==> config.mk <==
export PLATFORM = sky130hd
export DESIGN_NAME = instr_encoder
export DESIGN_NICKNAME = d
export VERILOG_FILES = /design/src/rtl/arm_isa_pkg.sv /design/src/rtl/instr_pack.sv /design/src/rtl/instr_encoder.sv
export SDC_FILE = /design/constraint.sdc
export NUM_CORES = 1
export LEC_CHECK = 0
export ABC_AREA = 0
export CAP_MARGIN = 20
export CORE_UTILIZATION = 25
export DETAILED_ROUTE_END_ITERATION = 8
export PLACE_DENSITY = 0.48
export SYNTH_ARGS = -nofsm -noshare
export SYNTH_HDL_FRONTEND = slang
export SYNTH_SLANG_ARGS = --single-unit
==> constraint.sdc <==
create_clock -name clk -period 3.85 [get_ports clk]
set_input_delay 0.385 -clock clk [delete_from_list [all_inputs] [get_ports clk]]
set_output_delay 0.385 -clock clk [all_outputs]
set_load 0.1 [all_outputs]
==> src/rtl/arm_isa_pkg.sv <==
// Shared ARM encoding vocabulary: request kinds, condition/opcode constants and
// the request-field bundle used by the encoder and its word packer.
package arm_isa_pkg;

    typedef enum logic [3:0] {
        KIND_DP_REG = 4'd0,
        KIND_DP_IMM = 4'd1,
        KIND_MEM    = 4'd2,
        KIND_B      = 4'd3,
        KIND_BL     = 4'd4,
        KIND_MUL    = 4'd5,
        KIND_MULL   = 4'd6,
        KIND_BX     = 4'd7,
        KIND_LDC    = 4'd8
    } kind_t;

    localparam logic [3:0]  COND_AL = 4'hE;
    localparam logic [3:0]  CMD_MOV = 4'hD;
    localparam logic [3:0]  CMD_ORR = 4'hC;
    localparam logic [3:0]  CMD_ADD = 4'h4;

    // Fixed bit patterns that sit in bits [27:4] (BX) and [7:4] (multiplies).
    localparam logic [23:0] BX_TAG  = 24'h12FFF1;
    localparam logic [3:0]  MUL_TAG = 4'b1001;

    localparam logic [3:0]  LDC_ROT_B1 = 4'd12;
    localparam logic [3:0]  LDC_ROT_B2 = 4'd8;
    localparam logic [3:0]  LDC_ROT_B3 = 4'd4;

    typedef struct packed {
        kind_t       kind;
        logic [3:0]  cond;
        logic [3:0]  cmd;
        logic [5:0]  flags;
        logic [3:0]  rd;
        logic [3:0]  rn;
        logic [3:0]  rm;
        logic [3:0]  ra;
        logic [31:0] imm;
    } req_fields_t;

    function automatic logic kind_legal(input logic [3:0] k);
        return k <= 4'(KIND_LDC);
    endfunction

    // Rotation field that places byte N of the constant back into its lane.
    function automatic logic [3:0] ldc_rot(input logic [1:0] step);
        case (step)
            2'd1:    return LDC_ROT_B1;
            2'd2:    return LDC_ROT_B2;
            2'd3:    return LDC_ROT_B3;
            default: return 4'd0;
        endcase
    endfunction

endpackage

==> src/rtl/instr_pack.sv <==
// Combinational packer: registered request fields plus LDC step -> one ARM word.
module instr_pack
    import arm_isa_pkg::*;
(
    input  req_fields_t f,
    input  logic [1:0]  ldc_step,
    output logic [31:0] word
);

    logic [27:0] body;
    logic [7:0]  ldc_byte;

    always_comb begin
        ldc_byte = f.imm[{ldc_step, 3'b000} +: 8];
        body     = '0;
        case (f.kind)
            KIND_DP_REG, KIND_DP_IMM:
                body = {2'b00, f.kind == KIND_DP_IMM, f.cmd, f.flags[0], f.rn, f.rd, f.imm[11:0]};
            KIND_MEM:
                body = {2'b01, f.flags, f.rn, f.rd, f.imm[11:0]};
            KIND_B, KIND_BL:
                body = {3'b101, f.kind == KIND_BL, f.imm[23:0]};
            KIND_MUL:
                body = {6'b000000, f.flags[1:0], f.rd, f.ra, f.rm, MUL_TAG, f.rn};
            KIND_MULL:
                body = {5'b00001, f.flags[2:0], f.rd, f.ra, f.rm, MUL_TAG, f.rn};
            KIND_BX:
                body = {BX_TAG, f.rm};
            KIND_LDC: begin
                // Step 0 seeds the register with MOV; later steps OR in one byte each.
                if (ldc_step == 2'd0)
                    body = {3'b001, CMD_MOV, 1'b0, 4'h0, f.rd, 4'h0, ldc_byte};
                else
                    body = {3'b001, CMD_ORR, 1'b0, f.rd, f.rd, ldc_rot(ldc_step), ldc_byte};
            end
            default: body = '0;
        endcase
    end

    assign word = {f.cond, body};

endmodule

==> src/rtl/instr_encoder.sv <==
// Encode-request to instruction-memory write stream: IDLE/EMIT handshake FSM,
// request capture, LDC byte sequencing and the word-address counter.
module instr_encoder
    import arm_isa_pkg::*;
#(
    parameter int ADDR_W    = 8,
    parameter int BASE_ADDR = 0
) (
    input  logic              clk,
    input  logic              reset,
    input  logic              req_valid,
    output logic              req_ready,
    input  logic [3:0]        req_kind,
    input  logic [3:0]        req_cond,
    input  logic [3:0]        req_cmd,
    input  logic [5:0]        req_flags,
    input  logic [3:0]        req_rd,
    input  logic [3:0]        req_rn,
    input  logic [3:0]        req_rm,
    input  logic [3:0]        req_ra,
    input  logic [31:0]       req_imm,
    output logic              out_valid,
    input  logic              out_ready,
    output logic [31:0]       out_instr,
    output logic [ADDR_W-1:0] out_addr,
    output logic              out_last,
    output logic              err,
    input  logic              addr_clr
);

    typedef enum logic {ST_IDLE, ST_EMIT} state_t;

    state_t             state_q, state_d;
    req_fields_t        fields_q, fields_d;
    logic [2:0]         pend_q, pend_d;
    logic [1:0]         step_q, step_d;
    logic               out_valid_q, out_valid_d;
    logic               err_q, err_d;
    logic [ADDR_W-1:0]  addr_q, addr_d;

    logic               xfer;
    logic               is_last;
    logic [ADDR_W-1:0]  base;

    assign base    = ADDR_W'(BASE_ADDR);
    assign xfer    = out_valid_q && out_ready;
    // pend_q holds the bytes still to be ORed in after the current word.
    assign is_last = (fields_q.kind != KIND_LDC) || (pend_q == 3'b000);

    always_comb begin
        state_d     = state_q;
        fields_d    = fields_q;
        pend_d      = pend_q;
        step_d      = step_q;
        out_valid_d = out_valid_q;
        err_d       = 1'b0;

        case (state_q)
            ST_IDLE: begin
                if (req_valid) begin
                    if (kind_legal(req_kind)) begin
                        state_d        = ST_EMIT;
                        out_valid_d    = 1'b1;
                        fields_d.kind  = kind_t'(req_kind);
                        fields_d.cond  = req_cond;
                        fields_d.cmd   = req_cmd;
                        fields_d.flags = req_flags;
                        fields_d.rd    = req_rd;
                        fields_d.rn    = req_rn;
                        fields_d.rm    = req_rm;
                        fields_d.ra    = req_ra;
                        fields_d.imm   = req_imm;
                        pend_d         = {req_imm[31:24] != 8'h00,
                                          req_imm[23:16] != 8'h00,
                                          req_imm[15:8]  != 8'h00};
                        step_d         = 2'd0;
                    end else begin
                        err_d = 1'b1;
                    end
                end
            end
            ST_EMIT: begin
                if (xfer) begin
                    out_valid_d = 1'b0;
                    if (is_last) begin
                        state_d = ST_IDLE;
                    end else if (pend_q[0]) begin
                        step_d    = 2'd1;
                        pend_d[0] = 1'b0;
                    end else if (pend_q[1]) begin
                        step_d    = 2'd2;
                        pend_d[1] = 1'b0;
                    end else begin
                        step_d    = 2'd3;
                        pend_d[2] = 1'b0;
                    end
                end else if (!out_valid_q) begin
                    out_valid_d = 1'b1;
                end
            end
            default: state_d = ST_IDLE;
        endcase

        if (addr_clr)
            addr_d = base;
        else if (xfer)
            addr_d = addr_q + ADDR_W'(1);
        else
            addr_d = addr_q;
    end

    always_ff @(posedge clk or posedge reset) begin
        if (reset) begin
            state_q     <= ST_IDLE;
            fields_q    <= '0;
            pend_q      <= 3'b000;
            step_q      <= 2'd0;
            out_valid_q <= 1'b0;
            err_q       <= 1'b0;
            addr_q      <= base;
        end else begin
            state_q     <= state_d;
            fields_q    <= fields_d;
            pend_q      <= pend_d;
            step_q      <= step_d;
            out_valid_q <= out_valid_d;
            err_q       <= err_d;
            addr_q      <= addr_d;
        end
    end

    instr_pack u_pack (
        .f        (fields_q),
        .ldc_step (step_q),
        .word     (out_instr)
    );

    assign req_ready = (state_q == ST_IDLE);
    assign out_valid = out_valid_q;
    assign out_last  = out_valid_q && is_last;
    assign out_addr  = addr_q;
    assign err       = err_q;

endmodule

==> results.cfg, run 1 <==
[route]
vias_per_cell = 4.81
wl_per_cell_um = 17.3
drc = 0
first_iter_violations = 271
antenna_left = 0
via_count = 4093
totalWireLength_um = 14800
first_pass_iters = 5

[cts]
cts.htree.levels = 3
cts_resized = 0
cts_buffers = 9
cts_setup_buffers = 0
cts_tree = yes
clkTransAtPathRegs_ns = 0.07
ctsRootBufferMaster = clkbuf_16
cts_buffer_depth = 2
clock_latency_ns = 0.35
ctsHoldBuffers = 0
cts.sinks = 82

[grt]
track_usage_pct = 16.9
grt_pass1_wl_um = 23000
grt_max_degree = 66
grt_pass1_vias = 4039
overflow = 0
antenna_found_initial = 0

[placement]
port_buffers = 114
dp_hpwl_um = 10900
place_congestion = 0.835
dpl_cell_area_sq_mm = 0.00568

[synthesis]
synthesis.area_per_instance_sq_um = 8.41
netlist_instances = 528
synthTopCellsByArea = dfrtp_1 (46%), nand2_1 (18%), mux4_2 (4.1%)
synth.distinct_cells = 50
synth-seq-area-share_pct = 46.2
synth_edf_count = 0
synth_area_sq_mm = 0.00444
synth_top_area_cell = dfrtp_1
synth-main-ff-cell = dfrtp_1
syn_nets = 603
synth_top_area_share_pct = 46.2
yosysWarnings = 0
async_flop_share_pct = 100
ys_ff_latch = 82

[finish]
layout_commonest_cell = nand2_1
drive_above_1_share_pct = 10.5
fin_nets = 696
design_area_sq_mm = 0.00594
final_cell_mix = nand2_1 (215), clkdlybuf4s50_1 (85), dfrtp_1 (82), buf_4 (33), nor2_1 (28)
num_antenna_cells = 0
area_growth_pct = 33.9

[timing]
setup_viol = 0
tightest_slew_ns = 0.990
slew_violations = 0
period_share_pct = 80.5
relSlewSlack_pct = 33.8
fmax_mhz = 323
rsz0062_at_grt = false
finalHoldViolCount = 0
finalCriticalPeriod_ns = 3.10
skew_ns = 0.00917
final.setup.tns_ns = 0

[setup_path]
cp_max_fo = 22
worstPathCellList = nor2_2, nand3_1, o22ai_1, o2bb2ai_1, buf_4
r2r_slack_ns = 1.42
startpoint_type = flip-flop
ff2ff_path_depth = 4
critPathMaxStageDelay_ns = 0.65
timing.rr.end = pend_q[2]
cp_slowest_cell = dfrtp_1
cp-end-kind = output port
r2r_start = fields_q[65]
worstPathRequired_ns = 3.46
path_class = reg -> out
cp_data_arrival_time_ns = 2.71

[worst_hold_path]
worstHoldEndpoint = fields_q[51]
hp-start = fields_q[51]
whs_path_depth = 2
min_path_type = reg -> reg

[floorplanning]
fp.dieW_um = 135
ios = 115
coreArea_sq_mm = 0.0173
dieHeight_um = 135
initial_utilization_pct = 25.7
rows = 48
die_area_sq_mm = 0.0183

[outcome]
status = finished clean

[job]
cap_violations = 0
through the flow:
step                      hold slack (ns)  std cells  setup WS (ns)  utilization, %
after CTS                           0.477        851          0.787            34.4
after global routing                0.502        851          0.595            34.4
after detailed placement            0.462        835          0.995            32.8
final                               0.471        851          0.751            34.4
after global placement              0.463        835          0.967            32.8
after floorplan                     0.440        528         0.0984               -
metal layers:
layer | wire length [um] | global-route usage [%] | vias to the layer above | share of wire [%]
met3 | 890 | 3.11 | 15 | 6.0
met5 | 0 | 0 | - | 0
met2 | 6700 | 25.5 | 136 | 45
li1 | - | - | 1959 | -
met4 | 243 | 6.24 | 0 | 1.6
met1 | 6920 | 24.1 | 1983 | 47
worst max path at each step:
stage	end	cells past startpoint	from	slack, ns
global route	out_instr[19]	5	fields_q[63]	0.60
finish	out_instr[19]	5	fields_q[63]	0.75
global placement	pend_q[1]	6	req_kind[2]	0.97
floorplan	out_instr[10]	4	fields_q[63]	0.1
detailed placement	pend_q[1]	6	req_kind[2]	1.0
CTS	out_instr[19]	5	fields_q[63]	0.79
layout make-up:
cell class	instances	area [sq um]
Fill cell	1829	11400
Multi-Input combinational cell	398	2180
Sequential cell	82	2050
Timing Repair Buffer	119	1120
Tap cell	225	282
Clock buffer	12	236
Inverter	11	42.5
Clock inverter	4	28.8
kinds of logic after synthesis:
kind of cell	after synthesis	share of synthesized area (%)
AOI/OAI and AO/OA	93	14.7
xor gates and xnor gates	9	1.78
adders and majority gates	7	1.80
buffers and inverters	48	4.90
DFF	82	46.2
muxes	12	4.96
and+or+nand+nor	277	25.6
synth_stat cells, drive strengths merged, types with 3 or more instances:
library cell,instances
nor2,29
a21oi,15
mux2i,4
nand4,4
and2,4
o211ai,5
nand3,5
o221ai,4
xnor2,3
dfrtp,82
o2bb2ai,4
buf,22
xor2,6
a31o,3
maj3,3
and3,4
nand2,215
o22ai,5
inv,11
a22oi,10
ha,4
mux4,8
o21a,6
nor4,6
o21ai,23
clkbuf,15
critical path, delay by kind of cell (launching register included):
family	cells	cell delay (ns)
buffers and inverters	1	0.33
and+or+nand+nor	2	0.81
AOI/OAI and AO/OA	2	0.56
DFF	1	0.65
sequential cells by signal, summed over array words and instances (netlist names):
name,cells
fields_q,66
out_addr,8
pend_q,3
step_q,2
err,1
out_valid,1
state_q,1
Power of run 1 is not shown: default switching activity piles up to over one toggle a cycle in this logic, so the estimate is an artifact.
==> run 2: changes to the inputs <==
--- a/config.mk
+++ b/config.mk
@@ -9,7 +9,7 @@
 export CAP_MARGIN = 20
 export CORE_UTILIZATION = 25
 export DETAILED_ROUTE_END_ITERATION = 8
-export PLACE_DENSITY = 0.48
+export PLACE_DENSITY = 0.49
 export SYNTH_ARGS = -nofsm -noshare
 export SYNTH_HDL_FRONTEND = slang
 export SYNTH_SLANG_ARGS = --single-unit
==> constraint.sdc (replaced) <==
create_clock -name clk -period 2.7 [get_ports clk]
set_input_delay 0.27 -clock clk [delete_from_list [all_inputs] [get_ports clk]]
set_output_delay 0.27 -clock clk [all_outputs]
set_load 0.1 [all_outputs]
==> run 2 against run 1 <==
  * First-iteration DRC count increased by 24%
  * Die area unchanged
  * Global-route usage about the same
  * Final cell count increased by 1.4%
  * Core utilization increased by 3.1 points
  * Clock-buffer cell count unchanged
  * Clock skew decreased by 0.0037 ns
==> results.cfg, run 2 (synthesized netlist as in run 1, its figures left out) <==
[finish]
num_antenna_cells = 0
fillers = 1784
layout_commonest_cell = nand2_1
top_register = fields_q
final_cells = 863
post-route-util_pct = 37.5
fin_nets = 709
drive_above_1_share_pct = 17.2
area_growth_pct = 46.0
layout.area.seq_sq_mm = 0.00205
multi_input_area_sq_mm = 0.00224
largest_register_ffs = 66
final_cell_mix = nand2_1 (215), dfrtp_1 (81), clkdlybuf4s50_1 (70), buf_12 (31), buf_4 (31)

[placement]
dp_hpwl_um = 11400
place_congestion = 0.845
dp_slack_ns = 0.438
port_buffers = 114
place_inst = 848

[route]
first_pass_iters = 5
vias_per_cell = 4.82
via_count = 4160
drc = 0
antenna_left = 0
wl_per_cell_um = 17.2
first_iter_violations = 335
totalWireLength_um = 14900

[timing]
skew_ns = 0.00546
finalHoldViolCount = 0
worst_slack_ns = 0.0958
fmax_mhz = 384
tightest_slew_ns = 0.711
relSlewSlack_pct = 52.6
finalCriticalPeriod_ns = 2.60
rsz0062_at_grt = false
period_share_pct = 96.5
setup_viol = 0
slew_violations = 0
fin_hold_ws_ns = 0.330

[grt]
overflow = 0
grt_pass1_wl_um = 23200
grt_max_degree = 50
antenna_found_initial = 0
grt_pass1_vias = 4150
track_usage_pct = 16.9

[cts]
cts_tree = yes
cts.sinks = 82
cts.htree.levels = 3
cts_buffer_depth = 2
ctsRootBufferMaster = clkbuf_16
cts_buffers = 9
clock_latency_ns = 0.34
clkTransAtPathRegs_ns = 0.06

[floorplanning]
dieHeight_um = 135
die_area_sq_mm = 0.0183
coreArea_sq_mm = 0.0173
rows = 48
ios = 115
fp.dieW_um = 135
initial_utilization_pct = 25.7

[setup_path]
critPathBufInv = 2
cp-end-kind = output port
ff2ff_path_depth = 6
worstPathRequired_ns = 2.43
startpoint_type = flip-flop
cp_data_arrival_time_ns = 2.33
cp_max_fo = 15
worstPathCellList = buf_4, and2_2, o311ai_0, o21ai_0, and3_1, buf_12
cp_slowest_cell = dfrtp_1
critPathMaxStageDelay_ns = 0.47
crit_family = compound AO/OA/AOI/OAI gates
path_class = reg -> out
path_depth = 6

[job]
cap_violations = 0

[worst_hold_path]
min_path_type = in -> async

[outcome]
status = finished clean
-- run 2: changes by cell type in the layout (fill, tap and decap cells not counted), moves of 3 or more --
cell	change
buf_12	+30
clkdlybuf4s50_1	-15
o21ai_0	-4
o2bb2ai_1	-3
o2bb2ai_2	+3
-- run 2: repair_timing --
action / 4_1_cts / 5_1_grt
gates resized for setup: 0 / 2
hold buffers: 0 / 0
setup buffers: 0 / 0
endpoints found under the setup margin: 0 / 7
-- run 2: through the flow --
stage,setup TNS (ns),instance area [sq um]
after floorplan,-0.129,4510
after global placement,0,6170
after detailed placement,0,6170
after CTS,0,6480
after global routing,0,6480
final,0,6480
-- run 2: routing by layer --
layer  wire, um  track usage [%]
met1       7070             24.2
met2       6820             25.5
met3        664             2.24
met4        325             7.05
met5          0                0
-- run 2: worst register-to-register path, stage by stage, from the launching register on --
cell and delay [ns]:
dfrtp_1 0.44, buf_4 0.24, nor4b_4 0.28, buf_4 0.23, o31a_4 0.20, a31oi_4 0.11, a211o_1 0.31
-- run 2: final cells by class --
type | count | share of cell area, %
clock buffer | 12 | 3.96
clock inverter | 3 | 0.734
inverter | 11 | 0.656
tap | 225 | 4.34
timing repair buffer | 132 | 24.0
multi-input combinational | 398 | 34.6
sequential | 82 | 31.7
-- run 2: final timing paths --
check / endpoint / from / slack (ns)
max reg2reg: pend_q[2] / fields_q[64] / 0.78
max: out_instr[12] / fields_q[62] / 0.1
min reg2reg: fields_q[31] / fields_q[31] / 0.48
max in group asynchronous: fields_q[34] / reset / 1.70
min: out_addr[7] / reset / 0.33
min in group clk: fields_q[43] / req_rn[3] / 0.45
Power of run 2 is left out for the same reason.
==> run 3: changes to the inputs <==
==> constraint.sdc (replaced) <==
create_clock -name clk -period 2.7 [get_ports clk]
set_input_delay 0.27 -clock clk [delete_from_list [all_inputs] [get_ports clk]]
set_output_delay 0.27 -clock clk [all_outputs]
set_load 0.05 [all_outputs]
==> run 3 against run 2 <==
  * Critical path depth decreased by 1
  * Flip-flop and latch count is the same
  * Routed wire length shrank 0.76%
  * Via count decreased by 0.31%
  * Non-clock buffer count is 1 lower
  * Register-to-register slack lost 0.07 ns
  * Clock-buffer cell count up 2
  * Die area stayed put
  * Critical endpoint is now out_instr[18]
  * Largest cell class unchanged
==> results.cfg, run 3 (synthesized netlist as in run 1, its figures left out) <==
[pwr]
irDropWorstVdd_mv = 0.944
power.total_w = 0.00933
p_per_area_mw_per_mm2 = 1470
cellLeakagePower_nw = 2.86

[route]
wl_met1_um = 6940
first_iter_violations = 287
first_pass_iters = 5
wl_per_cell_um = 17.1
wl_met2_um = 6760
via_count = 4147
antenna_left = 0
top_layer_used = met4
wl_met3_um = 758
vias_per_cell = 4.81
totalWireLength_um = 14800
drc = 0

[finish]
fin_nets = 708
design_area_sq_mm = 0.00635
final_cell_mix = nand2_1 (215), clkdlybuf4s50_1 (86), dfrtp_1 (80), nor2_1 (28), buf_12 (25)
layout_commonest_cell = nand2_1
area_growth_pct = 43.1
drive_above_1_share_pct = 12.5
top_register = fields_q
num_antenna_cells = 0
largest_register_ffs = 66
fillers = 1792

[job]
cap_violations = 0

[setup_path]
path_class = reg -> out
crit_start = fields_q[62]
r2r_slack_ns = 0.71
cp-end-kind = output port
worstPathRequired_ns = 2.43
cp_max_fo = 20
startpoint_type = flip-flop
cp_data_arrival_time_ns = 2.31
r2r_start = fields_q[62]

[timing]
slew_violations = 0
finalCriticalPeriod_ns = 2.58
tightest_slew_ns = 0.568
relSlewSlack_pct = 62.1
rsz0062_at_grt = false
finalHoldViolCount = 0
period_share_pct = 95.6
worst_slack_ns = 0.119
final.setup.tns_ns = 0
skew_ns = 0.00450
setup_viol = 0
fmax_mhz = 387

[cts]
clkTransAtPathRegs_ns = 0.06
cts_tree = yes
clock_latency_ns = 0.34
cts_buffer_depth = 2
cts_buffers = 9
cts.htree.levels = 3
cts.sinks = 82
ctsHoldBuffers = 0
ctsRootBufferMaster = clkbuf_16

[outcome]
status = finished clean

[floorplanning]
ios = 115
coreArea_sq_mm = 0.0173
initial_utilization_pct = 25.7
dieHeight_um = 135
fp.dieW_um = 135
rows = 48
die_area_sq_mm = 0.0183

[placement]
dp_slack_ns = 0.252
dpl_cell_area_sq_mm = 0.00607
dp_hpwl_um = 11100
place_congestion = 0.833
port_buffers = 114

[grt]
antenna_found_initial = 0
grt_max_degree = 83
overflow = 0
grt_pass1_vias = 4166
track_usage_pct = 16.8
grt_pass1_wl_um = 23100

[worst_hold_path]
min_path_type = in -> async
-- run 3: per-stage QoR --
stage          std cells  hold WS (ns)  util (%)
6_report             863         0.347      36.7
5_1_grt              863         0.392      36.7
4_1_cts              863         0.371      36.7
3_5_place_dp         847         0.478      35.1
3_3_place_gp         847         0.465      35.1
2_1_floorplan        528         0.375         -
-- run 3: timing repair --
| item | 4_1_cts | 5_1_grt |
|---|---|---|
| endpoints found under the setup margin | 5 | 2 |
| resized for setup | 3 | 2 |
| buffers inserted | 0 | 0 |
-- run 3: layout make-up --
type	count	area [sq um]	share of cell area, %
flip-flops and latches	82	2050	32.3
multi-input cells	398	2190	34.6
clock inverters	2	12.5	0.197
well taps	225	282	4.43
repair buffers	131	1510	23.8
inverters	11	42.5	0.670
clock buffers	14	254	4.00
-- run 3: power by group --
group / switching (W) / internal [W]
sequential: 0.000769 / 0.00177
clock: 0.000488 / 0.000648
combinational: 0.00321 / 0.00244
-- run 3: path summary, 6_finish.rpt --
check	to	cells after the start
max	out_instr[18]	5
min	out_addr[3]	3
max reg2reg	pend_q[2]	4
min reg2reg	fields_q[60]	2
max in group asynchronous	fields_q[62]	3
min in group clk	fields_q[61]	3
-- run 3: metal layers --
metal	track usage (%)	vias to the layer above
li1	-	1986
met1	23.9	1991
met2	25.4	150
met3	2.58	20
met4	6.93	0
met5	0	-
-- run 3: worst max-delay path, stage by stage (launching register included) --
cell and delay, ns:
dfrtp_2 0.57, or2_2 0.41, mux2i_2 0.25, and2_1 0.31, a221o_1 0.27, buf_12 0.15
(Power assumes the default switching activity.)
==> patch 1: new RTL, settings of run 3 <==
`ADDR_W`: 8 -> 7.
--- a/src/rtl/instr_encoder.sv
+++ b/src/rtl/instr_encoder.sv
@@ -3,7 +3,7 @@
 module instr_encoder
     import arm_isa_pkg::*;
 #(
-    parameter int ADDR_W    = 8,
+    parameter int ADDR_W    = 7,
     parameter int BASE_ADDR = 0
 ) (
     input  logic              clk,
Ports: changed (resized out_addr); port bits go from 115 to 114. No check against the original RTL was run, so the function may have changed too.
==> patch 1 against run 3 <==
- final area fell by 2.8%
- worst setup slack better by 0.072 ns
- wire length is 12% lower
- sequential cell count down 1
- area after synthesis shrank 2.8%
- total power down 1.4%
- die area shrank 2.7%
- via count shrank 16%
- critical endpoint is now out_instr[21]
==> patch 1: results (changes against run 3) <==
- Status: complete, no violations (unchanged)
- Worst setup endpoint: out_instr[21] (was out_instr[18])
- XOR/XNOR share of the synthesized area: 1.42% (was 1.78%)
- GRT Overall Usage: 15.6% (was 16.8%)
- CP arrival: 2.24 ns (was 2.31 ns)
- Launch point of the worst path: fields_q[63]$_DFFE_PP0P_ (was fields_q[62]$_DFFE_PP0P_)
- Largest net degree at the start of global routing: 50 (was 83)
- Seq/Total Area, Yosys: 47.0% (was 46.2%)
- Met1 wire length: 6010 um (was 6940 um)
- First-pass GRT wire length: 20900 um (was 23100 um)
- Mux contribution to synthesized area: 22.1% (was 4.96%)
- Worst-margin pin slew: 0.661 ns (was 0.568 ns)
- Clock skew: 0.00309 ns (was 0.00450 ns)
- Hpwl dp: 10000 um (was 11100 um)
- Post_cts resized: 0 (was 3)
- Slowest CP cell: dfrtp_1 (was dfrtp_2)
- Met3 Use GR: 3.96% (was 2.58%)
- DP Area: 5880 um^2 (was 6070 um^2)
- Iter 0 DRT Violations: 168 (was 287)
- Clock-pin slew of the registers on the worst-case setup and hold paths: 0.06 ns (about the same)
- Peak supply drop: 0.000934 V (was 0.000944 V)
- Final GP Congestion: 0.850 (was 0.833)
- Syn_nets: 455 (was 603)
- Met2 WL: 6050 um (was 6760 um)
- List of most frequent post-synthesis cells: 81 x dfrtp_1, 65 x mux2_2, 23 x nand2_1, 23 x nor2_1, 22 x o21ai_0 (was 215 x nand2_1, 82 x dfrtp_1, 28 x nor2_1, 23 x o21ai_0)
- Post-place setup slack: 0.427 ns (was 0.252 ns)
- Flop2flop setup slack: 0.57 ns (was 0.71 ns)
- Vias per Instance: 4.89 (was 4.81)
- Synth top area cells: dfrtp_1 47%, mux2_2 17%, mux4_2 4.2% (was dfrtp_1 46%, nand2_1 18%, mux4_2 4.1%)
- Synthesized instance count: 380 (was 528)
- Avg WL per Cell: 18.2 um (was 17.1 um)
- Number of global-route vias before repair: 3662 (was 4166)
- Hold Slack: 0.309 ns (was 0.347 ns)
- Via count: 3496 (was 4147)
- IO buf count: 113 (was 114)
- Met1 usage: 21.0% (was 23.9%)
- Grt met2 use: 24.4% (was 25.4%)
- Crit-path max FO: 10 (was 20)
- Fill cells: 1679 (was 1792)
- Worst reg-to-reg path cell count: 5 (was 4)
- First-pass iteration count of the detailed router: 4 (was 5)
- CP peak stage delay: 0.44 ns (was 0.57 ns)
- Complex-gate fraction of the synthesized area: 14.7% (about the same)
- Sw frac: 45.8% (was 47.9%)
- Synth-to-layout area growth: 43.1% (about the same)
- Metal3 WL: 759 um (was 758 um)
- Share of layout cells above drive strength 1: 28.7% (was 12.5%)
- Nets: 566 (was 708)
- Synth Area in Adders: 1.16% (was 1.80%)
- Largest Register: fields_q (unchanged)
- P_leak: 2.49 nW (was 2.86 nW)
- Yosys cell types: 49 (was 50)
patch 1: cell types whose count changed in the layout (fill, tap and decap cells not counted), sizes merged, moves of 5 or more:
cell,delta
inv,-5
o21a,-5
nor3,+5
mux2,+65
clkbuf,-5
nor2,-6
nand2,-192
patch 1: cell type report:
type | count | area share (%)
clock buffer | 9 | 3.65
clock inverter | 6 | 0.973
inverter | 7 | 0.507
multi-input combinational | 263 | 34.4
sequential | 81 | 32.8
tap | 220 | 4.46
timing repair buffer | 129 | 23.1
patch 1: worst max-delay path: cells and delay by family (launching register included):
kind | cells | cell delay (ns)
simple gates | 3 | 0.69
flops | 1 | 0.44
buf+inv | 2 | 0.40
compound gates | 1 | 0.35
patch 1: power by group through the flow:
stage	clock (mW)	combinational, mW	sequential (mW)
floorplan	0	3.54	2.16
global placement	0	5.56	2.42
detailed placement	0	5.60	2.43
CTS	1.24	5.62	2.41
global route	1.29	5.92	2.50
finish	1.20	5.58	2.41
==> patch 2: new RTL, settings of run 3 <==
Made on the original files. Register the output `err` once more, without a reset; this adds one clock of latency there. The other outputs are not delayed to match.
--- a/src/rtl/instr_encoder.sv
+++ b/src/rtl/instr_encoder.sv
@@ -139,7 +139,9 @@
     assign out_valid = out_valid_q;
     assign out_last  = out_valid_q && is_last;
     assign out_addr  = addr_q;
-    assign err       = err_q;
+    always_ff @(posedge clk) begin
+        err <= err_q;
+    end
 
 endmodule
 
Behaviour: not the same (a bounded check fails within 4 cycles, from zero or initial values and one cycle with reset high).
==> patch 2 against run 3 <==
- wire length shrank 0.86%
- area after synthesis up 0.45%
- final area grew 1.6%
- sequential cell count rose by 1
- worst setup slack worse by 0.10 ns
- register-to-register slack got worse by 0.05 ns
- critical endpoint is now out_instr[19]
- clock power is 18% higher
- first-iteration DRC count up 33%
- sequential power about the same
- hold slack lost 0.0035 ns
- cell count up 0.58%
- non-clock buffer count is 5 higher
- sequential share of layout area is 0.24 points lower
- total power is 3.5% higher
==> patch 2: results (changes against run 3) <==
- Status: complete, no violations (unchanged)
- Hold Slack: 0.343 ns (was 0.347 ns)
- Nets: 714 (was 708)
- Number of global-route vias before repair: 4225 (was 4166)
- P_leak: 2.93 nW (was 2.86 nW)
- IO buf count: 114 (unchanged)
- Worst reg-to-reg path cell count: 4 (unchanged)
- Hold Crit Start: err_q$_DFF_PP0_
- Setup bufs post-CTS: 0 (unchanged)
- Fill cells: 1740 (was 1792)
- List of most frequent post-synthesis cells: 215 x nand2_1, 82 x dfrtp_1, 28 x nor2_1, 23 x o21ai_0 (unchanged)
- CP peak stage delay: 0.50 ns (was 0.57 ns)
- Vias per Instance: 4.77 (was 4.81)
- Root Driver: clkbuf_16 (unchanged)
- Syn_nets: 604 (was 603)
- Worst path top cell family by delay: compound AO/OA/AOI/OAI gates (was simple AND/OR/NAND/NOR gates)
- Post-place setup slack: 0.287 ns (was 0.252 ns)
- Slowest CP cell: dfrtp_1 (was dfrtp_2)
- Iter 0 DRT Violations: 381 (was 287)
- Worst setup endpoint: out_instr[19] (was out_instr[18])
- CP arrival: 2.41 ns (was 2.31 ns)
- Post_cts resized: 0 (was 3)
- Fin crit period: 2.68 ns (was 2.58 ns)
- Clk buf depth: 2 (unchanged)
- Worst reg2reg startpoint: fields_q[65]$_DFFE_PP0P_ (was fields_q[62]$_DFFE_PP0P_)
- Post-Syn Area per Cell: 8.43 um^2 (was 8.41 um^2)
- Flip-flop count of the largest register after layout: 66 (unchanged)
- Synth-to-layout area growth: 44.7% (was 43.1%)
- Hpwl dp: 11000 um (was 11100 um)
- First-pass iteration count of the detailed router: 4 (was 5)
- Crit-path max FO: 12 (was 20)
- FFs w/ async S/R, synth: 98.8% (was 100%)
- DP Cell Count: 853 (was 847)
- Final Instance Count excl. Fillers: 868 (was 863)
- Worst min path class: flop to flop (was input port to async pin)
- GRT Overall Usage: 16.7% (was 16.8%)
- Reg2reg end: pend_q[2]$_DFFE_PP0P_ (unchanged)
- Worst-margin pin slew: 0.806 ns (was 0.568 ns)
- Clock skew: 0.00327 ns (was 0.00450 ns)
- Final GP Congestion: 0.892 (was 0.833)
- Seq/Total Area, Yosys: 46.5% (was 46.2%)
- Avg WL per Cell: 16.9 um (was 17.1 um)
- Share of layout cells above drive strength 1: 13.1% (was 12.5%)
- First-pass GRT wire length: 23000 um (was 23100 um)
- Largest net degree at the start of global routing: 83 (unchanged)
- Synth top area cells: dfrtp_1 46%, nand2_1 18%, mux4_2 4.0% (was dfrtp_1 46%, nand2_1 18%, mux4_2 4.1%)
- Yosys cell types: 51 (was 50)
- Peak supply drop: 0.00120 V (was 0.000944 V)
- DP Area: 6130 um^2 (was 6070 um^2)
- YS warnings: 0 (unchanged)
- Clock-pin slew of the registers on the worst-case setup and hold paths: 0.06 ns (about the same)
- Launch point of the worst path: fields_q[64]$_DFFE_PP0P_ (was fields_q[62]$_DFFE_PP0P_)
- Flop2flop setup slack: 0.66 ns (was 0.71 ns)
- Hold Path Sink: err$_DFF_P_
[patch 2: layout make-up]
cell class	count	area share, %
tap	225	4.36
clock buffer	11	3.92
clock inverter	4	1.14
inverter	11	0.659
sequential	83	32.1
timing repair buffer	136	24.0
multi-input combinational	398	33.8
[patch 2: kinds of logic (layout without fill, tap and decap cells)]
logic type	Yosys count	after routing	synth area share [%]
flops	83	83	46.5
compound gates	93	93	14.6
mux	12	12	4.94
xor+xnor	9	9	1.77
fa+ha+maj	7	7	1.80
simple gates	277	277	25.5
buf+inv	48	162	4.88
[patch 2: power breakdown]
group          internal (mW)  leakage [nW]  switching (mW)
sequential              1.78          1.03           0.743
clock                  0.855         0.162           0.498
combinational           2.53          1.74            3.25
total                   5.17          2.93            4.49
[patch 2: routing by layer]
layer,wire [um],global-route usage [%],vias up
li1,-,-,1994
met4,247,5.93,0
met2,6770,26.1,131
met1,6610,22.2,2003
met5,0,0,-
met3,1030,4.38,15
